$ cat src/rtl/multi_timer.sv
// multi_timer: bank of independent countdown channels.
// Each channel is loaded with a start/reload value and a mode (one-shot or
// periodic), counts down on cycles where its enable bit is high, and emits
// a registered single-cycle trigger pulse on expiry.
// Optional feature: define MULTI_TIMER_IRQ_EN to add sticky per-channel
// interrupt pending flags (irq_pending), an acknowledge input (irq_ack) and
// a combined interrupt output (irq).
module multi_timer #(
    parameter int unsigned  WIDTH    = 5,
    parameter int unsigned  CHANNELS = 4,
    localparam int unsigned CH_W     = (CHANNELS > 1) ? $clog2(CHANNELS) : 1
) (
    input  logic                      clk,
    input  logic                      reset,
    input  logic [CHANNELS-1:0]       enable,
    input  logic                      wr_valid,
    input  logic [CH_W-1:0]           wr_ch,
    input  logic [WIDTH-1:0]          wr_value,
    input  logic                      wr_mode,
`ifdef MULTI_TIMER_IRQ_EN
    input  logic [CHANNELS-1:0]       irq_ack,
    output logic [CHANNELS-1:0]       irq_pending,
    output logic                      irq,
`endif
    output logic [CHANNELS*WIDTH-1:0] count,
    output logic [CHANNELS-1:0]       busy,
    output logic [CHANNELS-1:0]       trigger
);

    typedef enum logic {
        ST_IDLE = 1'b0,
        ST_RUN  = 1'b1
    } state_t;

    // Per-channel architectural state
    state_t           r_state   [CHANNELS];
    logic [WIDTH-1:0] r_count   [CHANNELS];
    logic [WIDTH-1:0] r_reload  [CHANNELS];
    logic             r_mode    [CHANNELS];
    logic [CHANNELS-1:0] r_trigger;

    // Per-channel combinational next values and qualifiers
    state_t              w_state_nxt [CHANNELS];
    logic [WIDTH-1:0]    w_count_nxt [CHANNELS];
    logic [CHANNELS-1:0] w_load;
    logic [CHANNELS-1:0] w_tick;
    logic [CHANNELS-1:0] w_expire;
    logic [CHANNELS-1:0] w_trig_nxt;

    // Load decode and run/expiry qualifiers; out-of-range wr_ch matches no channel
    always_comb begin
        w_load   = '0;
        w_tick   = '0;
        w_expire = '0;
        for (int unsigned i = 0; i < CHANNELS; i++) begin
            w_load[i]   = wr_valid && (32'(wr_ch) == i);
            w_tick[i]   = (r_state[i] == ST_RUN) && enable[i];
            w_expire[i] = w_tick[i] && (r_count[i] == WIDTH'(1));
        end
    end

    // A load on the expiring channel overrides the expiry, so no pulse is emitted
    always_comb begin
        w_trig_nxt = w_expire & ~w_load;
    end

    // FSM state register per channel
    always_ff @(posedge clk) begin
        for (int unsigned i = 0; i < CHANNELS; i++) begin
            if (reset) begin
                r_state[i] <= ST_IDLE;
            end else begin
                r_state[i] <= w_state_nxt[i];
            end
        end
    end

    // FSM next-state logic per channel
    always_comb begin
        for (int unsigned i = 0; i < CHANNELS; i++) begin
            w_state_nxt[i] = r_state[i];
            if (w_load[i]) begin
                w_state_nxt[i] = (wr_value != '0) ? ST_RUN : ST_IDLE;
            end else begin
                case (r_state[i])
                    ST_IDLE: w_state_nxt[i] = ST_IDLE;
                    ST_RUN: begin
                        if (w_expire[i] && !r_mode[i]) begin
                            w_state_nxt[i] = ST_IDLE;
                        end
                    end
                    default: w_state_nxt[i] = ST_IDLE;
                endcase
            end
        end
    end

    // Count datapath: load, decrement, or expiry (reload or clear); the
    // decrement from 1 is always replaced by expiry so the count never wraps
    always_comb begin
        for (int unsigned i = 0; i < CHANNELS; i++) begin
            w_count_nxt[i] = r_count[i];
            if (w_load[i]) begin
                w_count_nxt[i] = wr_value;
            end else if (w_expire[i]) begin
                w_count_nxt[i] = r_mode[i] ? r_reload[i] : '0;
            end else if (w_tick[i]) begin
                w_count_nxt[i] = r_count[i] - WIDTH'(1);
            end
        end
    end

    // Count, reload and mode registers
    always_ff @(posedge clk) begin
        for (int unsigned i = 0; i < CHANNELS; i++) begin
            if (reset) begin
                r_count[i]  <= '0;
                r_reload[i] <= '0;
                r_mode[i]   <= 1'b0;
            end else begin
                r_count[i] <= w_count_nxt[i];
                if (w_load[i]) begin
                    r_reload[i] <= wr_value;
                    r_mode[i]   <= wr_mode;
                end
            end
        end
    end

    // Registered expiry pulse; reset suppresses any pending pulse
    always_ff @(posedge clk) begin
        if (reset) begin
            r_trigger <= '0;
        end else begin
            r_trigger <= w_trig_nxt;
        end
    end

    // FSM outputs: busy from state, count packed per channel, trigger from register
    always_comb begin
        busy    = '0;
        count   = '0;
        trigger = r_trigger;
        for (int unsigned i = 0; i < CHANNELS; i++) begin
            busy[i]                  = (r_state[i] == ST_RUN);
            count[i*WIDTH +: WIDTH]  = r_count[i];
        end
    end

`ifdef MULTI_TIMER_IRQ_EN
    logic [CHANNELS-1:0] r_irq_pending;

    // Sticky pending flags: set on the same edge trigger rises, cleared by ack; set wins
    always_ff @(posedge clk) begin
        if (reset) begin
            r_irq_pending <= '0;
        end else begin
            r_irq_pending <= (r_irq_pending & ~irq_ack) | w_trig_nxt;
        end
    end

    // Interrupt outputs
    always_comb begin
        irq_pending = r_irq_pending;
        irq         = |r_irq_pending;
    end
`endif

endmodule
$ cat config.mk
export PLATFORM = sky130hd
export DESIGN_NAME = multi_timer
export DESIGN_NICKNAME = d
export VERILOG_FILES = /design/src/rtl/multi_timer.sv
export SDC_FILE = /design/constraint.sdc
export NUM_CORES = 1
export LEC_CHECK = 0
export CAP_MARGIN = 25
export CORE_MARGIN = 5
export CORE_UTILIZATION = 53
export DETAILED_ROUTE_END_ITERATION = 10
export GPL_ROUTABILITY_DRIVEN = 0
export HOLD_SLACK_MARGIN = 0.05
export PLACE_DENSITY_LB_ADDON = 0.1
export SLEW_MARGIN = 20
export SYNTH_ARGS = -nofsm -noshare
export SYNTH_HDL_FRONTEND = slang
export SYNTH_SLANG_ARGS = --single-unit
$ cat constraint.sdc
create_clock -name clk -period 2.19 [get_ports clk]
set_input_delay 0.438 -clock clk [delete_from_list [all_inputs] [get_ports clk]]
set_output_delay 0.438 -clock clk [all_outputs]
set_load 0.01 [all_outputs]
==> impl_metrics.toml <==
[worst_setup_path]
crit_required_ps = 2440
cp_cell_sequence = "ha_1 -> nor4b_4 -> nor3_1 -> or4_1 -> a21oi_1"
r2r-end = "r_count[1][7]"
cp-end-kind = "register"
critical_path.startpoint = "r_count[1][5]"
crit_end = "r_count[1][7]"
cp_slowest_cell = "dfxtp_1"
r2r-start = "r_count[1][5]"
reg2reg_depth = 5
crit_cells = 5
r2r_slack_ps = 320
crit_family = "simple AND/OR/NAND/NOR gates"
path_class = "register to register"
crit_arrival_ps = 2130
cpPeakStageDelay_ps = 470
path_buf_inv = 0
crit_path_max_fanout = 6
cp-start-kind = "register"

[route]
vias = 2318
drt-vias-per-instance = 5.68
wire_per_inst_um = 15.1
routed_wl_mm = 6.17
dr.pass1.iters = 4
drtAntennaViolNets = 0
drt_iter0_drc = 106
drc_errors = 0

[synth]
synth_adder_area_share = 0.0367
synth_area_leaders = "edfxtp_1 (26%), dfxtp_1 (21%), and2_1 (5.3%), ha_1 (3.7%), a21oi_1 (2.8%)"
syn-num-nets = 306
ys_ff_latch = 52
netlist_area_mm2 = 0.00273
ys_warn_count = 0
synth-xor-area-share = 0.00321
synth_top_family_by_area = "simple AND/OR/NAND/NOR gates"
synth_area_per_cell_um2 = 9.64
yosys-mux-area-fraction = 0.0151
ys.flop_type = "dfxtp_1"
synth_compound_area_frac = 0.172
synth_cell_types = 50
synth-async-reset-ratio = 0
synth_top_area_cell = "edfxtp_1"
synthCells = 283
synthSimpleGateAreaFrac = 0.255
ys_seq_area_frac = 0.470
synth.top_cell.area_share = 0.264
synth-edff-count = 24

[clock_network]
clkSinkCount = 52
cts_buffer_depth = 2
insertion_delay_ps = 310
cts_tree = "built"
clkTransAtPathRegs_ps = 100
htree_levels = 2
cts_inserted_buffers = 5
cts-resized-gates = 0
cts_setup_buffers = 0
root_buffer = "clkbuf_8"
ctsHoldBuffers = 0

[floorplanning]
start_util = 0.541
num_io_pins = 43
dieArea_mm2 = 0.00668
die_w_um = 81.8
rows = 26
fp.dieH_um = 81.8
core_region_area_mm2 = 0.00504

[grt]
grt_pass1_vias = 2189
grt_max_degree = 24
track_usage = 0.203
grt_pass1_wl_mm = 10.5
grt.overflow.total = 0
antenna_found_initial = 0

[layout]
final_cell_mix = "clkdlybuf4s50_1 (42), dfxtp_1 (28), edfxtp_1 (24)"
antenna_cells = 0
drive_gt1_frac = 0.0917
nets = 360
utilization = 0.680
regArea_mm2 = 0.00128
fill_cells = 385
final_common_cell = "clkdlybuf4s50_1"
multi_input_area_mm2 = 0.00132
synthToLayoutAreaGrowth_pct = 25.7

[pwr]
power.density_mw_per_mm2 = 634
vdd_ir_drop_max_mv = 0.459
power_mw = 2.18
p_leak_nw = 1.27

[timing]
period_share = 0.856
final-max-slew-violation-count = 0
tns_ps = 0
period_needed_ps = 1870
worstMarginPinSlew_ps = 584
whs_ps = 494
relSlewSlack = 0.610
fmax_ghz = 0.534
skew_ps = 11.1
final-hold-violation-count = 0
rsz0062_at_grt = "no"
finalSetupViolCount = 0

[outcome]
status = "finished, final reports clean"

[flow_run]
maxCapViolations = 0

[worst_hold_path]
hp-class = "register to register"

[placement]
dp_hpwl_mm = 4.57
port_buffers = 42
stage by stage:
stage / cells / cell area [um^2] / worst slack, ps
6_report: 408 / 3430 / 316
2_1_floorplan: 283 / 2730 / 534
4_1_cts: 408 / 3430 / 305
3_5_place_dp: 400 / 3310 / 75.0
3_3_place_gp: 400 / 3310 / 114
5_1_grt: 408 / 3430 / 176
power breakdown:
group / switching (mW) / leakage, nW / internal [mW]
Sequential: 0.0583 / 0.465 / 1.08
Combinational: 0.169 / 0.748 / 0.179
Clock: 0.318 / 0.0614 / 0.374
Total: 0.546 / 1.27 / 1.63
metal layers:
metal / vias up / GRT usage / part of all wire
li1: 1158 / - / -
met1: 1104 / 0.280 / 0.47
met2: 46 / 0.318 / 0.47
met3: 10 / 0.0340 / 0.037
met4: 0 / 0.0797 / 0.017
met5: - / 0 / 0
worst min-delay path by stage:
stage / start / end / depth (start not counted)
floorplan: r_reload[0][1] / r_count[0][1] / 2
global placement: r_reload[0][1] / r_count[0][1] / 2
detailed placement: r_reload[0][1] / r_count[0][1] / 2
CTS: r_reload[0][1] / r_count[0][1] / 2
global route: r_reload[0][1] / r_count[0][1] / 2
finish: r_reload[0][1] / r_count[0][1] / 2
logic make-up after synthesis:
group / count (synthesis)
flops: 52
mux: 4
buf+inv: 31
simple gates: 118
compound gates: 69
fa+ha+maj: 8
xor+xnor: 1
worst register-to-register path: stages (launching register included):
cell and delay, ps:
dfxtp_1 470, ha_1 280, nor4b_4 380, nor3_1 90, or4_1 470, a21oi_1 140
layout make-up:
cell class,count,share of cell area
Inverter,21,0.0230
Sequential cell,52,0.373
Timing Repair Buffer,57,0.159
Clock inverter,2,0.0113
Multi-Input combinational cell,200,0.384
Tap cell,70,0.0255
Clock buffer,6,0.0241
cell usage after synthesis, types with 4 or more instances:
cell      instances
o22ai_1           6
a21oi_1          15
nor3b_1           5
edfxtp_1         24
dfxtp_1          28
or4_1             4
nand4_1           6
a211oi_1          6
ha_1              8
nand2b_1          6
buf_4             4
o21ai_0          10
inv_1            20
nor2_1           20
and2_1           23
o31ai_1           5
nand3_1          10
nand2_1          15
a311oi_1          6
nor3_1            8
state kept, by name, summed over array words and instances (netlist names):
signal    count
r_count      20
r_reload     20
r_mode        4
r_state       4
trigger       4
Note: power is estimated with default switching activity, not from simulation.
